### src/rtl/apb_pkg.sv
// Shared APB types and default widths for the APB requester and its response FIFO.
package apb_pkg;
  localparam int ADDR_WIDTH          = 10;
  localparam int DATA_WIDTH          = 32;
  localparam int STRB_WIDTH          = DATA_WIDTH / 8;
  localparam int APB_TIMEOUT_DEFAULT = 16;

  typedef enum logic [1:0] {IDLE, SETUP, ACCESS} apb_state_t;

  typedef struct packed {
    logic [DATA_WIDTH-1:0] rdata;
    logic                  slverr;
    logic                  timeout;
  } apb_rsp_t;
endpackage

### src/rtl/apb_rsp_fifo.sv
// Two-entry response FIFO; the head reads as all-zero while the FIFO is empty.
module apb_rsp_fifo
  import apb_pkg::*;
(
  input  logic       clk_i,
  input  logic       rst_ni,
  input  logic       push_i,
  input  apb_rsp_t   data_i,
  input  logic       pop_i,
  output apb_rsp_t   data_o,
  output logic [1:0] count_o
);
  apb_rsp_t [1:0] mem_q;
  logic           wr_q, rd_q;
  logic [1:0]     cnt_q;

  always_ff @(posedge clk_i) begin
    if (!rst_ni) begin
      mem_q <= '0;
      wr_q  <= 1'b0;
      rd_q  <= 1'b0;
      cnt_q <= 2'd0;
    end else begin
      if (push_i) begin
        mem_q[wr_q] <= data_i;
        wr_q        <= ~wr_q;
      end
      if (pop_i) rd_q <= ~rd_q;
      case ({push_i, pop_i})
        2'b10:   cnt_q <= cnt_q + 2'd1;
        2'b01:   cnt_q <= cnt_q - 2'd1;
        default: cnt_q <= cnt_q;
      endcase
    end
  end

  assign data_o  = (cnt_q != 2'd0) ? mem_q[rd_q] : '0;
  assign count_o = cnt_q;
endmodule

### src/rtl/apb_master_bridge.sv
// APB requester: turns a valid/ready command stream into IDLE/SETUP/ACCESS transfers
// and returns one buffered response per command, with a PREADY watchdog.
module apb_master_bridge
  import apb_pkg::*;
#(
  parameter int ADDR_WIDTH     = apb_pkg::ADDR_WIDTH,
  parameter int DATA_WIDTH     = apb_pkg::DATA_WIDTH,
  parameter int STRB_WIDTH     = DATA_WIDTH / 8,
  parameter int TIMEOUT_CYCLES = APB_TIMEOUT_DEFAULT
) (
  input  logic                  PCLK,
  input  logic                  PRESETn,
  input  logic                  cmd_valid,
  output logic                  cmd_ready,
  input  logic                  cmd_write,
  input  logic [ADDR_WIDTH-1:0] cmd_addr,
  input  logic [DATA_WIDTH-1:0] cmd_wdata,
  input  logic [STRB_WIDTH-1:0] cmd_strb,
  output logic                  rsp_valid,
  input  logic                  rsp_ready,
  output logic [DATA_WIDTH-1:0] rsp_rdata,
  output logic                  rsp_slverr,
  output logic                  rsp_timeout,
  output logic                  PSEL,
  output logic                  PENABLE,
  output logic                  PWRITE,
  output logic [ADDR_WIDTH-1:0] PADDR,
  output logic [DATA_WIDTH-1:0] PWDATA,
  output logic [STRB_WIDTH-1:0] PSTRB,
  input  logic                  PREADY,
  input  logic                  PSLVERR,
  input  logic [DATA_WIDTH-1:0] PRDATA
);
  localparam int WD_W = (TIMEOUT_CYCLES > 0) ? $clog2(TIMEOUT_CYCLES + 1) : 1;
  localparam logic [WD_W-1:0] WD_LAST = WD_W'(TIMEOUT_CYCLES - 1);

  apb_state_t            state_q, state_d;
  logic                  psel_q, psel_d, penable_q, penable_d, pwrite_q, pwrite_d;
  logic [ADDR_WIDTH-1:0] paddr_q, paddr_d;
  logic [DATA_WIDTH-1:0] pwdata_q, pwdata_d;
  logic [STRB_WIDTH-1:0] pstrb_q, pstrb_d;
  logic [WD_W-1:0]       wd_q, wd_d;
  logic [1:0]            count;
  logic                  expire, completing, pop, accept;
  apb_rsp_t              rsp_in, rsp_head;

  // Expiry fires on the cycle the counter would reach the limit, so the
  // transfer spends exactly TIMEOUT_CYCLES cycles in ACCESS.
  assign expire     = (TIMEOUT_CYCLES != 0) && (state_q == ACCESS) && !PREADY && (wd_q == WD_LAST);
  assign completing = (state_q == ACCESS) && (PREADY || expire);
  assign pop        = rsp_valid && rsp_ready;
  assign cmd_ready  = PRESETn &&
                      (((state_q == IDLE) && ((count != 2'd2) || pop)) ||
                       (completing && ((count == 2'd0) || ((count == 2'd1) && pop))));
  assign accept     = cmd_valid && cmd_ready;

  assign rsp_in.rdata   = (PREADY && !pwrite_q) ? PRDATA : '0;
  assign rsp_in.slverr  = PREADY ? PSLVERR : 1'b1;
  assign rsp_in.timeout = !PREADY;

  always_comb begin
    state_d   = state_q;
    psel_d    = psel_q;
    penable_d = penable_q;
    pwrite_d  = pwrite_q;
    paddr_d   = paddr_q;
    pwdata_d  = pwdata_q;
    pstrb_d   = pstrb_q;
    wd_d      = wd_q;
    case (state_q)
      SETUP: begin
        state_d   = ACCESS;
        penable_d = 1'b1;
      end
      ACCESS: begin
        if (completing) begin
          state_d   = IDLE;
          psel_d    = 1'b0;
          penable_d = 1'b0;
        end else if (TIMEOUT_CYCLES != 0) begin
          wd_d = wd_q + 1'b1;
        end
      end
      default: state_d = IDLE;
    endcase
    // Accept only happens in IDLE or on completion, and overrides the exit above.
    if (accept) begin
      state_d   = SETUP;
      psel_d    = 1'b1;
      penable_d = 1'b0;
      pwrite_d  = cmd_write;
      paddr_d   = cmd_addr;
      pwdata_d  = cmd_wdata;
      pstrb_d   = cmd_write ? cmd_strb : '0;
      wd_d      = '0;
    end
  end

  always_ff @(posedge PCLK) begin
    if (!PRESETn) begin
      state_q   <= IDLE;
      psel_q    <= 1'b0;
      penable_q <= 1'b0;
      pwrite_q  <= 1'b0;
      paddr_q   <= '0;
      pwdata_q  <= '0;
      pstrb_q   <= '0;
      wd_q      <= '0;
    end else begin
      state_q   <= state_d;
      psel_q    <= psel_d;
      penable_q <= penable_d;
      pwrite_q  <= pwrite_d;
      paddr_q   <= paddr_d;
      pwdata_q  <= pwdata_d;
      pstrb_q   <= pstrb_d;
      wd_q      <= wd_d;
    end
  end

  apb_rsp_fifo u_rsp_fifo (
    .clk_i   (PCLK),
    .rst_ni  (PRESETn),
    .push_i  (completing),
    .data_i  (rsp_in),
    .pop_i   (pop),
    .data_o  (rsp_head),
    .count_o (count)
  );

  assign rsp_valid   = (count != 2'd0);
  assign rsp_rdata   = rsp_head.rdata;
  assign rsp_slverr  = rsp_head.slverr;
  assign rsp_timeout = rsp_head.timeout;

  assign PSEL    = psel_q;
  assign PENABLE = penable_q;
  assign PWRITE  = pwrite_q;
  assign PADDR   = paddr_q;
  assign PWDATA  = pwdata_q;
  assign PSTRB   = pstrb_q;
endmodule

### config.mk
export PLATFORM = sky130hd
export DESIGN_NAME = apb_master_bridge
export DESIGN_NICKNAME = d
export VERILOG_FILES = /design/src/rtl/apb_pkg.sv /design/src/rtl/apb_rsp_fifo.sv /design/src/rtl/apb_master_bridge.sv
export SDC_FILE = /design/constraint.sdc
export NUM_CORES = 1
export LEC_CHECK = 0
export CAP_MARGIN = 20
export CORE_ASPECT_RATIO = 0.6
export CORE_MARGIN = 10
export CORE_UTILIZATION = 41
export DETAILED_ROUTE_END_ITERATION = 12
export HOLD_SLACK_MARGIN = 0.03
export PLACE_DENSITY_LB_ADDON = 0.1
export SETUP_SLACK_MARGIN = 0.05
export SYNTH_ARGS = -nofsm -noshare
export SYNTH_HDL_FRONTEND = slang
export SYNTH_SLANG_ARGS = --single-unit
### constraint.sdc
create_clock -name PCLK -period 2.2 [get_ports PCLK]
set_input_delay 0.44 -clock PCLK [delete_from_list [all_inputs] [get_ports PCLK]]
set_output_delay 0.44 -clock PCLK [all_outputs]
set_load 0.005 [all_outputs]
## Yosys cells after proc, flatten, opt, wreduce, memory -nomap -nowiden

Index checks and enable logic that the tools add are counted.

| word-level totals | value |
|---|---|
| register bits after elaboration | 128 |
| input port bits | 85 |
| output and inout port bits | 85 |
| word-level logic and storage cells | 82 |

| cells by class | value |
|---|---|
| add/subtract/negate cells | 3 |
| $lt $le $gt $ge | 3 |
| equal/unequal tests | 9 |
| mux-type cells | 17 |
| bitwise gates (word level) | 4 |
| reductions and logical operators | 28 |

Operator list:

| cell | count |
|---|---|
| two-way mux 34 bit | 4 |
| bitwise mux 68 bit | 1 |
| demux 34 bit (select 1 bit) | 1 |
| two-way mux 32 bit | 1 |
| logical AND 1 bit | 11 |
| nonzero test 2 bit | 5 |
| one-hot mux 2 bit (2 select lines) | 2 |
| equality test 2 x 1 -> 1 bit, second input constant | 3 |
| AND reduction 2 bit | 3 |
| adder 5 x 1 -> 5 bit, second input constant | 1 |
| equality test 5 x 4 -> 1 bit, second input constant | 1 |
| two-way mux 1 bit | 5 |
| equality test 2 bit, second input constant | 2 |
| zero test 2 bit | 2 |
| logical OR 1 bit | 4 |
| less-than comparator 1 x 2 -> 1 bit, second input constant | 2 |
| two-way mux 4 bit | 1 |
| != test 2 bit, second input constant | 2 |
| inverter 1 bit | 4 |
| != test 3 bit, second input constant | 1 |
| adder 2 x 1 -> 2 bit, second input constant | 1 |
| zero test 1 bit | 2 |
| two-way mux 2 bit | 1 |
| one-hot mux 1 bit (2 select lines) | 1 |
| other kinds (3) | 3 |

## Logic depth before layout (Yosys ltp)

Gate-level depths: netlist of run 1.

| depth | value |
|---|---|
| word-level depth | 11 |
| mapped depth | 9 |

## Cells and area by module

Synthesis of run 1 repeated with hierarchy kept, for this count alone.

| unflattened totals | value |
|---|---|
| cell total of the unflattened synthesis | 684 |
| area, all modules | 5820.6 um^2 |

Modules (own cells, without submodules):

| module | times used | cells an instance | area an instance (um^2) |
|---|---|---|---|
| apb_rsp_fifo | 1 | 391 | 3213.1 |
| apb_master_bridge | 1 | 293 | 2607.5 |

## Worst setup path after synthesis of run 1

OpenSTA, ideal clock, no wires.

| timing | value |
|---|---|
| path type | register -> register |
| from | reg wd_q[0] |
| to | reg paddr_q[0], in the netlist PADDR[0] |
| arrival time | 1.916 ns |
| data required time | 2.083 ns |
| path slack | 0.167 ns |
| cell stages (with the launch flop) | 10 |
| period minus slack after synthesis | 2.033 ns |
| cell sequence | dfxtp_1 > ha_1 > and3_1 > ha_1 > nor2_4 > nor3_2 > o211a_4 > buf_6 > buf_6 > a22o_1 |

| on the way | value |
|---|---|
| cells in the longest elaborated chain, start to end | 8 |

Ends and longest elaborated chain:

| item | line | text |
|---|---|---|
| from (decl) | apb_master_bridge.sv:42 | `logic [WD_W-1:0] wd_q, wd_d;` |
| from (signal assigned) | apb_master_bridge.sv:117 | `wd_q <= wd_d;` |
| equality test 5 x 4 -> 1 bit | apb_master_bridge.sv:49 | `assign expire = (TIMEOUT_CYCLES != 0) && (state_q == ACCESS) && !PREADY && (wd_q == WD_LAST);` |
| logical AND 1 bit | apb_master_bridge.sv:49 |  |
| logical OR 1 bit | apb_master_bridge.sv:50 | `assign completing = (state_q == ACCESS) && (PREADY \|\| expire);` |
| logical AND 1 bit | apb_master_bridge.sv:50 |  |
| logical AND 1 bit | apb_master_bridge.sv:54 | `(completing && ((count == 2'd0) \|\| ((count == 2'd1) && pop))));` |
| logical OR 1 bit | apb_master_bridge.sv:53 | `(((state_q == IDLE) && ((count != 2'd2) \|\| pop)) \|\|` |
| logical AND 1 bit | apb_master_bridge.sv:52 | `assign cmd_ready = PRESETn &&` |
| logical AND 1 bit | apb_master_bridge.sv:55 | `assign accept = cmd_valid && cmd_ready;` |
| to (signal assigned) | apb_master_bridge.sv:114 | `paddr_q <= paddr_d;` |
| to (decl) | apb_master_bridge.sv:39 | `logic [ADDR_WIDTH-1:0] paddr_q, paddr_d;` |

No other way between the ends.
A chain may end at the register's enable or synchronous reset.

## Worst setup path in the final report of run 1

| timing | value |
|---|---|
| from | reg wd_q[1] |
| to | out cmd_ready |

| on the way | value |
|---|---|
| cells in the longest elaborated chain, start to end | 7 |

Ends and longest elaborated chain:

| item | line | text |
|---|---|---|
| equality test 5 x 4 -> 1 bit | apb_master_bridge.sv:49 |  |
| logical AND 1 bit | apb_master_bridge.sv:49 |  |
| logical OR 1 bit | apb_master_bridge.sv:50 |  |
| logical AND 1 bit | apb_master_bridge.sv:50 |  |
| logical AND 1 bit | apb_master_bridge.sv:54 |  |
| logical OR 1 bit | apb_master_bridge.sv:53 |  |
| logical AND 1 bit | apb_master_bridge.sv:52 |  |
| to (decl) | apb_master_bridge.sv:14 | `output logic cmd_ready,` |

No other way between the ends.

==> results of run 1 <==
[layout by cell type, fill, tap and decap left out, types with 5 or more instances in the layout]
cell                              instances
sky130_fd_sc_hd__a21oi_1                 66
sky130_fd_sc_hd__a22o_1                  43
sky130_fd_sc_hd__clkbuf_2                 7
sky130_fd_sc_hd__nor2_1                  38
sky130_fd_sc_hd__clkdlybuf4s50_1        133
sky130_fd_sc_hd__mux2i_1                 34
sky130_fd_sc_hd__a211oi_1                 6
sky130_fd_sc_hd__dlygate4sd2_1           23
sky130_fd_sc_hd__buf_12                  10
sky130_fd_sc_hd__nand2_1                 67
sky130_fd_sc_hd__dfxtp_2                  5
sky130_fd_sc_hd__bufinv_16                6
sky130_fd_sc_hd__dfxtp_1                123
sky130_fd_sc_hd__clkbuf_16               18
sky130_fd_sc_hd__buf_4                   22
sky130_fd_sc_hd__nor2_2                   5
sky130_fd_sc_hd__nand3_1                 64
[power breakdown]
group	switching, uW	internal (uW)
clock network	1050	2190
registers	124	2520
logic	1090	1260
[how the worst max path moves through the flow]
| stage | startpoint | to | slack, ns |
|---|---|---|---|
| global placement | rsp_ready | cmd_ready | -0.28 |
| detailed placement | rsp_ready | cmd_ready | -0.24 |
| floorplan | wd_q[0]$_SDFFE_PP0P_ | PADDR[0]$_SDFFE_PN0P_ | 0.17 |
| global route | wd_q[1]$_SDFFE_PP0P_ | cmd_ready | -0.09 |
| CTS | wd_q[0]$_SDFFE_PP0P_ | cmd_ready | -0.17 |
| finish | wd_q[1]$_SDFFE_PP0P_ | cmd_ready | -0.006 |
[cell usage after synthesis (7+ instances only)]
master | n | area share
sky130_fd_sc_hd__nand3_1 | 64 | 0.062
sky130_fd_sc_hd__mux2i_1 | 35 | 0.068
sky130_fd_sc_hd__buf_6 | 8 | 0.017
sky130_fd_sc_hd__dfxtp_1 | 128 | 0.50
sky130_fd_sc_hd__a22o_1 | 43 | 0.073
sky130_fd_sc_hd__nand2_1 | 67 | 0.049
sky130_fd_sc_hd__inv_1 | 7 | 0.0051
sky130_fd_sc_hd__nor2_1 | 43 | 0.031
sky130_fd_sc_hd__clkbuf_1 | 18 | 0.013
sky130_fd_sc_hd__buf_2 | 18 | 0.017
sky130_fd_sc_hd__a21oi_1 | 66 | 0.064
[state kept, by name, summed over array words and instances (netlist names)]
| name | cells |
|---|---|
| u_rsp_fifo.mem_q | 68 |
| PWDATA | 32 |
| PADDR | 10 |
| wd_q | 5 |
| PSTRB | 4 |
| state_q | 2 |
| u_rsp_fifo.count_o | 2 |
| PENABLE | 1 |
| PSEL | 1 |
| PWRITE | 1 |
| u_rsp_fifo.rd_q | 1 |
| u_rsp_fifo.wr_q | 1 |
[per-layer routing]
layer / track usage / vias up
li1: - / 2290
met1: 0.222 / 2255
met2: 0.287 / 149
met3: 0.0512 / 12
met4: 0.0630 / 0
met5: 0 / -
[kinds of logic (layout without fill, tap and decap cells)]
group / Yosys count / after routing / share of synthesized area
flip-flops: 128 / 128 / 0.497
buffers and inverters: 53 / 244 / 0.0546
AO/OA/AOI/OAI: 126 / 126 / 0.170
multiplexers: 35 / 35 / 0.0679
adder cells (fa/ha/maj): 6 / 6 / 0.0145
AND/OR/NAND/NOR: 196 / 196 / 0.186
XOR/XNOR: 6 / 6 / 0.0102
[critical path: cells and delay by family, from the launching register on]
| family | cells | cell delay, ns |
|---|---|---|
| flops | 1 | 0.35 |
| fa+ha+maj | 2 | 0.30 |
| simple gates | 5 | 0.59 |
| buf+inv | 1 | 0.12 |
[area by class of cell]
type / count / area (sq um)
Fill cell: 1013 / 4240
Inverter: 7 / 26.3
Clock inverter: 13 / 233
Multi-Input combinational cell: 369 / 2390
Tap cell: 165 / 206
Sequential cell: 128 / 2570
Clock buffer: 19 / 453
Timing Repair Buffer: 205 / 2070
[per-stage QoR]
stage / std cells / power [uW] / area, sq um
after floorplan: 550 / 3700 / 5160
after global placement: 870 / 4660 / 7180
after detailed placement: 870 / 4690 / 7180
after CTS: 904 / 8180 / 7910
after global routing: 906 / 8580 / 7940
final: 906 / 8240 / 7940
[what timing repair did]
action / 4_1_cts / 5_1_grt
gates resized for setup: 59 / 27
pin swaps: 2 / 4
setup endpoints to repair: 80 / 50
hold buffers: 0 / 0
cloned: 1 / 1
buffers inserted: 1 / 1
==> run_results.csv, run 1 <==
group,metric,value,unit
cells_and_area,num_antenna_cells,0,
synth,ys_warn_count,0,
clock_tree,cts_inserted_buffers,17,
setup_path,start_kind,"flip-flop",
timing,rsz_0062_raised_after_global_routing,"yes",
cells_and_area,final_nets,819,
setup_path,critical_path_peak_fanout,3,
global_routing,grt_antenna_before_repair,0,
floorplanning,die_height,107,um
min_path,hold_class,"reg2reg",
timing,fmax,453,MHz
min_path,holdPathEnd,"u_rsp_fifo.mem_q[30]$_SDFFE_PN0P_",
floorplanning,num_rows,31,
clock_tree,cts.sinks,128,
timing,timing.setup.tns,-0.00589,ns
route,post_drt_wl_per_cell,17.7,um
route,final_antenna_net_count,0,
setup_path,r2r-end,"PWDATA[4]$_SDFFE_PN0P_",
synth,yosys.cell_types.count,38,
synth,mappedNetlistNets,641,
timing,timing.final.crit_period,2.21,ns
timing,worst_pin_slew,0.541,ns
power,power.static_leakage,0.00295,uW
route,firstDrtPassIters,5,
timing,final.setup.worst_slack,-0.00589,ns
setup_path,worstSetupPathType,"reg2out",
floorplanning,die-area,17600,sq um
global_routing,grt_first_pass_wirelength,25200,um
timing,hold_violations,0,
global_routing,grt_use_total,0.178,
synth,postSynthRegisterBits,128,
route,topRoutingLayerUsed,"met4",
synth,synth_flop_cell,"sky130_fd_sc_hd__dfxtp_1",
route,vias,4706,
cells_and_area,post-route-util,0.652,
setup_path,crit_path_cell_trace,"ha_4, and3_4, ha_4, nor2_4, nor3_4, nor2_1, nor2_1, buf_2",
global_routing,grt_max_degree,65,
floorplanning,floorplan.initialDensity,0.424,
placed_design,portBuffers,169,
cells_and_area,drive_above_1_share,0.146,
clock_tree,clk-insertion-delay-late,0.41,ns
cells_and_area,area_delta_synth_final,53.9,%
clock_tree,cts_htree_levels,4,
setup_path,worst_ep_arrival_time,1.77,ns
synth,syn_avg_cell_area,9.38,sq um
synth,synth_async_sr_flop_share,0,
global_routing,first_global_vias,4753,
power,irDropWorstVdd,0.673,mV
clock_tree,tritoncts,"done",
synth,yosysSeqAreaShare,0.497,
floorplanning,design.core.area,12200,sq um
setup_path,worst-r2r-setup-slack,0.14,ns
min_path,worst_hold_path.num_cells,2,
setup_path,endpoint_kind,"output port",
route,route.layer.met1.wl,7080,um
route,detail_route.wirelength,16000,um
route,met3WireLength,1070,um
clock_tree,cts-root-to-sink-buffers,2,
setup_path,r2r_start,"wd_q[1]$_SDFFE_PP0P_",
setup_path,cp_data_required_time,1.76,ns
status,failing_checks,"negative setup slack",
route,detail_route.iter0.violations,305,
global_routing,globalRouteOverflowTotal,0,
placed_design,post-dp-hpwl,10600,um
synth,post_synth_inst_count,550,
route,route.met2.wl,7730,um
timing,fin_hold_ws,0.453,ns
placed_design,setup_slack_placement,-0.244,ns
run,timing.max_cap.violations,0,
route,vias_per_cell,5.19,
clock_tree,ctsRootBufferMaster,"sky130_fd_sc_hd__clkbuf_16",
timing,maxSlewHeadroom,0.640,
floorplanning,io_pins,170,
route,post-route-drc-count,0,
setup_path,slowest_delay,0.35,ns
status,run_status,"finished with violations",
synth,synth_edf_count,0,
timing,slew_violations,0,
timing,report.final.setup_viol,1,
setup_path,rr_worst_depth,9,
timing,worst_clock_skew,0.00901,ns
min_path,hold_start,"u_rsp_fifo.mem_q[30]$_SDFFE_PN0P_",
power,p_per_area,1040,nW/um^2
clock_tree,cts.clk_slew.worst_paths,0.06,ns
floorplanning,floorplan.die.width,165,um
synth,post_synth_design_cell_area,5160,sq um
placed_design,routabilityCongestion,0.767,
timing,share_of_the_cycle_needed_by_the_critical_path_after_routing,1.00,
setup_path,critical_path_cell_with_the_highest_stage_delay,"sky130_fd_sc_hd__dfxtp_2",
(Power assumes the default switching activity.)
==> inputs of run 2 (changes only) <==
TNS_END_PERCENT = 50   (was default)
==> run_results.csv, run 2 (synthesis gave the netlist of run 1 again) <==
group,metric,value,unit
status,run_status,"finished with violations",
status,failing_checks,"negative setup slack",
setup_path,start_kind,"flip-flop",
timing,fmax,453,MHz
setup_path,cp_data_required_time,1.76,ns
floorplanning,die_height,107,um
power,power,8110,uW
setup_path,critical_path_cell_with_the_highest_stage_delay,"sky130_fd_sc_hd__dfxtp_2",
run,timing.max_cap.violations,0,
cells_and_area,largest_register_ffs,68,
cells_and_area,final_nets,818,
cells_and_area,most-common-layout-cells,"sky130_fd_sc_hd__clkdlybuf4s50_1, sky130_fd_sc_hd__dfxtp_1, sky130_fd_sc_hd__nand2_1",
timing,rsz_0062_raised_after_global_routing,"yes",
timing,report.final.setup_viol,1,
setup_path,crit_path_cell_trace,"ha_4, and3_4, ha_4, nor2_4, nor3_4, nor2_1, nor2_1, buf_2",
route,vias,4708,
setup_path,endpoint_kind,"output port",
placed_design,place.detailed.instances,870,
clock_tree,ctsRootBufferMaster,"sky130_fd_sc_hd__clkbuf_16",
clock_tree,cts.sinks,128,
placed_design,portBuffers,169,
cells_and_area,drive_above_1_share,0.141,
route,final_antenna_net_count,0,
cells_and_area,final_cell_count_no_fill,905,
clock_tree,cts_htree_levels,4,
floorplanning,die-area,17600,sq um
setup_path,worst-r2r-setup-slack,0.14,ns
route,vias_per_cell,5.20,
cells_and_area,area_delta_synth_final,53.6,%
floorplanning,num_rows,31,
floorplanning,design.core.area,12200,sq um
clock_tree,tritoncts,"done",
timing,slew_violations,0,
clock_tree,clk-insertion-delay-late,0.41,ns
power,p_per_area,1020,nW/um^2
global_routing,grt_max_degree,65,
timing,final.setup.worst_slack,-0.00702,ns
min_path,hold_class,"reg2reg",
global_routing,grt_first_pass_wirelength,25200,um
cells_and_area,largest_register,"u_rsp_fifo.mem_q",
timing,timing.setup.tns,-0.00702,ns
route,detail_route.wirelength,15900,um
route,firstDrtPassIters,4,
global_routing,globalRouteOverflowTotal,0,
route,post_drt_wl_per_cell,17.6,um
floorplanning,floorplan.initialDensity,0.424,
global_routing,grt_antenna_before_repair,0,
global_routing,first_global_vias,4753,
timing,hold_violations,0,
placed_design,routabilityCongestion,0.767,
setup_path,worstSetupPathType,"reg2out",
timing,share_of_the_cycle_needed_by_the_critical_path_after_routing,1.00,
clock_tree,cts_hold_buffers,0,
cells_and_area,layout_commonest_cell,"sky130_fd_sc_hd__clkdlybuf4s50_1",
cells_and_area,post-route-util,0.651,
route,post-route-drc-count,0,
clock_tree,cts-root-to-sink-buffers,2,
power,power.static_leakage,0.00294,uW
cells_and_area,num_antenna_cells,0,
clock_tree,cts_inserted_buffers,17,
timing,maxSlewHeadroom,0.646,
timing,worst_pin_slew,0.531,ns
setup_path,slowest_delay,0.35,ns
clock_tree,cts.clk_slew.worst_paths,0.06,ns
floorplanning,floorplan.die.width,165,um
placed_design,post-dp-hpwl,10600,um
placed_design,setup_slack_placement,-0.244,ns
setup_path,critical_path_peak_fanout,3,
power,irDropWorstVdd,0.703,mV
route,detail_route.iter0.violations,273,
floorplanning,io_pins,170,
timing,worst_clock_skew,0.00895,ns
global_routing,grt_use_total,0.178,
setup_path,worst_ep_arrival_time,1.77,ns
timing,timing.final.crit_period,2.21,ns
## run 2: cell count changes in the layout (fill, tap and decap cells not counted)
cell                              change
sky130_fd_sc_hd__clkbuf_2             -3
sky130_fd_sc_hd__clkdlybuf4s15_1      +2
sky130_fd_sc_hd__buf_6                +1
sky130_fd_sc_hd__buf_8                -1
sky130_fd_sc_hd__clkbuf_16            -1
sky130_fd_sc_hd__dlygate4sd2_1        +1
## run 2: stage by stage
stage                     hold WS [ns]  area, sq um
after floorplan                  0.436         5160
after global placement           0.440         7180
after detailed placement         0.446         7180
after CTS                        0.454         7910
after global routing             0.464         7930
final                            0.452         7930
## run 2: path summary, 6_finish.rpt
| check | cells past startpoint | start | to |
|---|---|---|---|
| min | 2 | u_rsp_fifo.mem_q[30]$_SDFFE_PN0P_ | u_rsp_fifo.mem_q[30]$_SDFFE_PN0P_ |
| max | 8 | wd_q[1]$_SDFFE_PP0P_ | cmd_ready |
| min reg2reg | 2 | u_rsp_fifo.mem_q[30]$_SDFFE_PN0P_ | u_rsp_fifo.mem_q[30]$_SDFFE_PN0P_ |
| max reg2reg | 9 | wd_q[1]$_SDFFE_PP0P_ | PWDATA[4]$_SDFFE_PN0P_ |
## run 2: area by class of cell
class	count	area, sq um
sequential	128	2570
fill	1017	4250
tap	165	206
multi-input combinational	369	2390
clock inverter	13	233
inverter	7	26.3
clock buffer	19	453
timing repair buffer	204	2050
## run 2: metal layers
layer | global-route usage | wire length, um | up-vias
li1 | - | - | 2291
met1 | 0.222 | 6910 | 2266
met2 | 0.287 | 7770 | 139
met3 | 0.0512 | 1080 | 12
met4 | 0.0630 | 153 | 0
met5 | 0 | 0 | -
## run 2: critical path: cells and delay by family (launching register included)
kind                       cells  cell delay [ns]
adders and majority gates      2             0.30
buffers and inverters          1             0.12
and+or+nand+nor                5             0.59
DFF                            1             0.35
## run 2: power by group
| part | internal (uW) | leakage (uW) | switching, uW |
|---|---|---|---|
| sequential | 2520 | 0.00104 | 124 |
| clock | 2190 | 0.000334 | 1040 |
| combinational | 1180 | 0.00156 | 1060 |
## run 2: timing repair
item                                    in CTS  in global routing
resized for setup                           59                 22
pin swaps                                    2                  4
gates cloned                                 1                  0
buffers inserted                             1                  1
endpoints found under the setup margin      80                 50
